**src/rtl/axi4_stream_rr_arbiter_if.sv**
```systemverilog
// Bundle of N upstream AXI4-Stream inputs and one tagged output stream.
// The arbiter takes the master view; the environment takes the slave view.
interface axi4_stream_rr_arbiter_if #(
  parameter int WIDTH      = 8,
  parameter int NUM_INPUTS = 4,
  parameter int ID_WIDTH   = $clog2(NUM_INPUTS)
);

  logic [NUM_INPUTS*WIDTH-1:0] s_axis_tdata;
  logic [NUM_INPUTS-1:0]       s_axis_tvalid;
  logic [NUM_INPUTS-1:0]       s_axis_tready;
  logic [WIDTH-1:0]            m_axis_tdata;
  logic                        m_axis_tvalid;
  logic                        m_axis_tready;
  logic [ID_WIDTH-1:0]         m_axis_tid;

  modport master (
    input  s_axis_tdata,
    input  s_axis_tvalid,
    output s_axis_tready,
    output m_axis_tdata,
    output m_axis_tvalid,
    input  m_axis_tready,
    output m_axis_tid
  );

  modport slave (
    output s_axis_tdata,
    output s_axis_tvalid,
    input  s_axis_tready,
    input  m_axis_tdata,
    input  m_axis_tvalid,
    output m_axis_tready,
    input  m_axis_tid
  );

endinterface

```
**src/rtl/axi4_stream_rr_arbiter.sv**
```systemverilog
// Round-robin arbiter sharing one registered AXI4-Stream output
// between NUM_INPUTS producers, with a per-grant burst limit.
module axi4_stream_rr_arbiter #(
  parameter int WIDTH      = 8,
  parameter int NUM_INPUTS = 4,
  parameter int MAX_BURST  = 4,
  parameter int ID_WIDTH   = $clog2(NUM_INPUTS)
) (
  input  logic                   clk,
  input  logic                   resetn,
  axi4_stream_rr_arbiter_if.master bus,
  output logic [NUM_INPUTS-1:0]  grant,
  output logic                   busy
);

  localparam int CW = $clog2(MAX_BURST + 1);

  typedef enum logic {IDLE, GRANT} state_t;

  state_t                state_q;
  logic [NUM_INPUTS-1:0] grant_q;
  logic [ID_WIDTH-1:0]   gidx_q;
  logic [ID_WIDTH-1:0]   last_q;
  logic [CW-1:0]         beat_q;
  logic                  m_valid_q;
  logic [WIDTH-1:0]      m_data_q;
  logic [ID_WIDTH-1:0]   m_id_q;

  logic [ID_WIDTH-1:0]   sel_d;
  logic [ID_WIDTH-1:0]   cand;
  logic [NUM_INPUTS-1:0] sel_oh_d;
  logic                  found_d;

  logic                  out_free;
  logic                  g_vld;
  logic                  in_xfer;
  logic                  last_beat;
  logic [WIDTH-1:0]      g_data;

  assign out_free  = !m_valid_q || bus.m_axis_tready;
  assign g_vld     = bus.s_axis_tvalid[gidx_q];
  assign in_xfer   = (state_q == GRANT) && g_vld && out_free;
  assign last_beat = (beat_q == CW'(MAX_BURST - 1));
  assign g_data    = bus.s_axis_tdata[int'(gidx_q)*WIDTH +: WIDTH];

  // Ready only for the granted input, and never while reset is held.
  assign bus.s_axis_tready =
    (resetn && state_q == GRANT && out_free) ? grant_q : '0;

  assign bus.m_axis_tdata  = m_data_q;
  assign bus.m_axis_tvalid = m_valid_q;
  assign bus.m_axis_tid    = m_id_q;
  assign grant             = grant_q;
  assign busy              = (state_q == GRANT);

  // Pick the first valid input after the last granted one, wrapping.
  always_comb begin
    sel_d    = last_q;
    cand     = last_q;
    found_d  = 1'b0;
    sel_oh_d = '0;
    for (int i = 1; i <= NUM_INPUTS; i++) begin
      cand = ID_WIDTH'((int'(last_q) + i) % NUM_INPUTS);
      if (!found_d && bus.s_axis_tvalid[cand]) begin
        found_d = 1'b1;
        sel_d   = cand;
      end
    end
    sel_oh_d[sel_d] = 1'b1;
  end

  // Grant FSM plus the output register it feeds.
  always_ff @(posedge clk) begin
    if (!resetn) begin
      state_q   <= IDLE;
      grant_q   <= '0;
      gidx_q    <= '0;
      last_q    <= ID_WIDTH'(NUM_INPUTS - 1);
      beat_q    <= '0;
      m_valid_q <= 1'b0;
      m_data_q  <= '0;
      m_id_q    <= '0;
    end else begin
      if (m_valid_q && bus.m_axis_tready && !in_xfer)
        m_valid_q <= 1'b0;
      if (in_xfer) begin
        m_data_q  <= g_data;
        m_id_q    <= gidx_q;
        m_valid_q <= 1'b1;
        beat_q    <= beat_q + 1'b1;
      end
      unique case (state_q)
        IDLE: begin
          if (found_d) begin
            state_q <= GRANT;
            grant_q <= sel_oh_d;
            gidx_q  <= sel_d;
            beat_q  <= '0;
          end
        end
        GRANT: begin
          if (!g_vld || (in_xfer && last_beat)) begin
            state_q <= IDLE;
            last_q  <= gidx_q;
            grant_q <= '0;
            beat_q  <= '0;
          end
        end
      endcase
    end
  end

endmodule

```
**src/flat_wrapper.sv**
```systemverilog
// flat-port wrapper written by rule: the top's interface ports become plain ports
module axi4_stream_rr_arbiter_flat 
#(
  parameter int WIDTH      = 8,
  parameter int NUM_INPUTS = 4,
  parameter int MAX_BURST  = 4,
  parameter int ID_WIDTH   = $clog2(NUM_INPUTS)
)
  (clk, resetn, grant, busy, bus_s_axis_tdata, bus_s_axis_tvalid, bus_s_axis_tready, bus_m_axis_tdata, bus_m_axis_tvalid, bus_m_axis_tready, bus_m_axis_tid);
  axi4_stream_rr_arbiter_if #(.WIDTH(WIDTH), .NUM_INPUTS(NUM_INPUTS), .ID_WIDTH(ID_WIDTH)) bus_i ();
  input  logic clk;
  input  logic resetn;
  output logic [NUM_INPUTS-1:0] grant;
  output logic busy;
  input wire logic [$bits(bus_i.s_axis_tdata)-1:0] bus_s_axis_tdata;
  input wire logic [$bits(bus_i.s_axis_tvalid)-1:0] bus_s_axis_tvalid;
  output wire logic [$bits(bus_i.s_axis_tready)-1:0] bus_s_axis_tready;
  output wire logic [$bits(bus_i.m_axis_tdata)-1:0] bus_m_axis_tdata;
  output wire logic [$bits(bus_i.m_axis_tvalid)-1:0] bus_m_axis_tvalid;
  input wire logic [$bits(bus_i.m_axis_tready)-1:0] bus_m_axis_tready;
  output wire logic [$bits(bus_i.m_axis_tid)-1:0] bus_m_axis_tid;
  assign bus_i.s_axis_tdata = bus_s_axis_tdata;
  assign bus_i.s_axis_tvalid = bus_s_axis_tvalid;
  assign bus_s_axis_tready = bus_i.s_axis_tready;
  assign bus_m_axis_tdata = bus_i.m_axis_tdata;
  assign bus_m_axis_tvalid = bus_i.m_axis_tvalid;
  assign bus_i.m_axis_tready = bus_m_axis_tready;
  assign bus_m_axis_tid = bus_i.m_axis_tid;
  axi4_stream_rr_arbiter #(.WIDTH(WIDTH), .NUM_INPUTS(NUM_INPUTS), .MAX_BURST(MAX_BURST), .ID_WIDTH(ID_WIDTH)) u_core (.clk(clk), .resetn(resetn), .bus(bus_i), .grant(grant), .busy(busy));
endmodule
```
**config.mk**
```make
export PLATFORM = sky130hd
export DESIGN_NAME = axi4_stream_rr_arbiter_flat
export DESIGN_NICKNAME = d
export VERILOG_FILES = /design/src/rtl/axi4_stream_rr_arbiter_if.sv /design/src/rtl/axi4_stream_rr_arbiter.sv /design/src/flat_wrapper.sv
export SDC_FILE = /design/constraint.sdc
export NUM_CORES = 1
export LEC_CHECK = 0
export CORE_MARGIN = 1
export CORE_UTILIZATION = 41
export DETAILED_ROUTE_END_ITERATION = 7
export GPL_ROUTABILITY_DRIVEN = 1
export PLACE_DENSITY = 0.8
export SLEW_MARGIN = 15
export SYNTH_ARGS = -nofsm -noshare
export SYNTH_HDL_FRONTEND = slang
export SYNTH_SLANG_ARGS = --single-unit
```
**constraint.sdc**
```tcl
create_clock -name clk -period 1.8 [get_ports clk]
set_input_delay 0.36 -clock clk [delete_from_list [all_inputs] [get_ports clk]]
set_output_delay 0.36 -clock clk [all_outputs]
set_load 0.05 [all_outputs]
```
==> impl_results.md <==
* Status: finished with violations
* Failing checks: design-rule violations
* Share of layout cells above drive strength 1 at 29.8%
* Relative slew slack at 80.3%
* Setup crit start: bus_s_axis_tvalid[0]
* TritonCTS buffer count at 3
* Critical path type: in -> reg
* Die Y at 57.8 um
* Async set-reset flop share out of synthesis at 0%
* Detailed Route WL at 3540 um
* Clock skew at 0.00284 ns
* Root Buffer: clkbuf_4
* Initial Util at 44.7%
* Initial antenna violation count at 0
* Crit share post-route at 97.2%
* Netlist cell types at 37
* Wire length per cell at 15.0 um
* Clk slew on worst S/H paths at 0.13 ns
* First-pass GRT wire length at 5640 um
* Post-synth EDFFs at 0
* Reg-to-Reg End: u_core.last_q[1]
* Clk Latency, worst-skew pair at 0.30 ns
* HP Class: reg -> reg
* Num ports at 59
* Crit Path Max Fanout at 7
* Starting DRT DRC Count at 45
* Slew Viols, Final at 0
* Vias per inst at 5.46
* Pwr Total at 1.39 mW
* Area grow syn2layout at 59.2%
* Worst hold margin at 0.468 ns
* Pre-CTS WS at -0.256 ns
* Nets at 247
* Post-Syn Area at 1280 um2
* Unrepaired setup endpoints after global routing: false
* GR Util All Layers at 22.0%
* CTS tree: built
* Via count at 1289
* Cell breakdown of the critical path: clkdlybuf4s50_1 -> mux4_2 -> a21bo_2 -> a211o_1
* Post-synth top area share at 36.1%
* Final WS setup at 0.0510 ns
* Fin area at 2030 um2
* Port Buf Inserts at 58
* Remaining DRCs at 2
* Worst-Margin Slew at 0.293 ns
* Largest stage delay on the critical path at 0.58 ns
* Critical path arrival at 1.96 ns
* Yosys warns at 0
* Register bit total from synthesis at 23
* Worst vdd ir at 0.352 mV
* Startpoint Class: primary input
* Final min period at 1.75 ns
* Dominant cells by area after synthesis: dfxtp_1 (36%), mux4_2 (16%), nand2_1 (7.9%)
* Reg2reg start: u_core.gidx_q[0]
* RePlAce Congestion at 0.832
* Total negative slack at 0 ns
* Per-instance average area after synthesis at 9.45 um2
* Setup bufs post-CTS at 0
* Area post-placement at 1980 um2
* Vias in the first global route at 1276
* Final setup vio count at 0
* Sink Count at 23
* Yosys top cell by area: dfxtp_1
* GRT Residual Overflow at 0
* DRT antenna net count at 0
* DRT Pass-1 Iters at 7
* Max stage delay cell, worst path: mux4_2
* N_diodes at 0
* CP Capture Type: register
* Die area at 3340 um2
* Critical path required time at 2.01 ns
* HPWL Detailed at 2890 um
* P_leak at 0.819 nW
* Row Count at 19
* Post-synthesis sequential area ratio at 36.1%
* R2R setup slack at 0.19 ns
* Commonest register cell after synthesis: dfxtp_1
* Syn_nets at 176
* Die width at 57.8 um
* Largest net degree at the start of global routing at 19
* Core area at 2850 um2
* CTS Buffer Depth at 2
* Worst Min Path Start: u_core.bus.m_axis_tid[1]
* Syn Inst Count at 135
* Critical Path Sink: u_core.last_q[1]
* Max_cap viols at 0
* Endpoints failing hold at 0
* Worst-case reg-to-reg path depth at 3
* PD cells at 685 nW/um2
* FMAX at 572 MHz
* H-tree levels at 1
## where the power goes
group,total (mW),switching [mW],internal [mW]
Sequential,0.592,0.0401,0.552
Clock,0.242,0.159,0.0828
Combinational,0.558,0.281,0.277
Total,1.39,0.480,0.912
## worst max-delay path, delay by kind of cell
family	cells	cell delay, ns
buffers and inverters	1	0.49
multiplexers	1	0.58
AO/OA/AOI/OAI	2	0.53
## synth_stat cells, types with 2 or more instances
cell      instances
and2_1            2
a21boi_1          4
mux2i_1           2
buf_2             2
a21oi_1           8
a21boi_0          5
nand2b_1          4
dfxtp_1          23
clkbuf_1          5
nor2_1            4
a21o_1            2
mux4_2            9
nand3_1           2
ha_1              2
nand2_1          27
buf_6             2
and3_1            5
a22o_1            2
inv_1             4
nand3b_1          2
o21ai_0           3
## cells by family after synthesis
logic type / count (synthesis) / share of synthesized area [%]
flip-flops: 23 / 36.1
XOR/XNOR: 1 / 0.686
multiplexers: 11 / 17.5
adder cells (fa/ha/maj): 2 / 1.96
buffers and inverters: 13 / 5.20
AO/OA/AOI/OAI: 33 / 18.6
AND/OR/NAND/NOR: 52 / 20.0
## stage by stage
step	instances	util [%]
floorplan	135	-
global placement	232	69.3
detailed placement	232	69.3
CTS	236	70.8
global route	236	71.2
finish	236	71.2
## state kept, by name, indices dropped and copies added (netlist names)
register	flops
u_core.bus.m_axis_tid	2
u_core.busy	1
u_core.grant	4
u_core.last_q	2
u_core.bus.m_axis_tdata	8
u_core.beat_q	3
u_core.bus.m_axis_tvalid	1
u_core.gidx_q	2
## cell usage in the layout, fill, tap and decap left out, drive strengths merged, types with 2 or more instances in the layout
master         count
a21boi             9
a21o               2
a21oi              8
a22o               2
and2               2
and3               6
buf               37
clkbuf             3
clkdlybuf4s50     37
dfxtp             23
ha                 2
inv                4
mux2i              2
mux4               9
nand2             27
nand2b             4
nand3              2
nand3b             2
nor2               4
o21ai              3
## per-layer routing
layer  routed length, um  vias up  part of all wire, %  track usage, %
met5                   0        -                    0               0
met1                1400      611                   40            26.6
met4                  38        0                  1.1            6.46
met2                1930       41                   54            40.5
met3                 168        4                  4.7            3.35
li1                    -      633                    -               -
## timing repair
action / in CTS / in global routing
gates resized for setup: 3 / 3
hold buffers: 0 / 0
endpoints found under the setup margin: 4 / 6
pin swaps: 0 / 0
## cell type report
cell class	instances	area, um2
repair buffers	75	711
inverters	4	15.0
clock buffers	3	22.5
well taps	31	38.8
clock inverters	1	5.00
flip-flops and latches	23	462
fillers	228	821
multi-input cells	99	778
## worst min path at each step
stage	end	slack, ns	depth (start not counted)
3_3_place_gp	u_core.beat_q[1]	0.44	2
5_1_grt	u_core.bus.m_axis_tdata[1]	0.48	2
3_5_place_dp	u_core.bus.m_axis_tdata[1]	0.45	2
6_report	u_core.bus.m_axis_tid[1]	0.47	2
2_1_floorplan	u_core.beat_q[1]	0.44	2
4_1_cts	u_core.bus.m_axis_tdata[1]	0.47	2
Note: power is estimated with default switching activity, not from simulation.
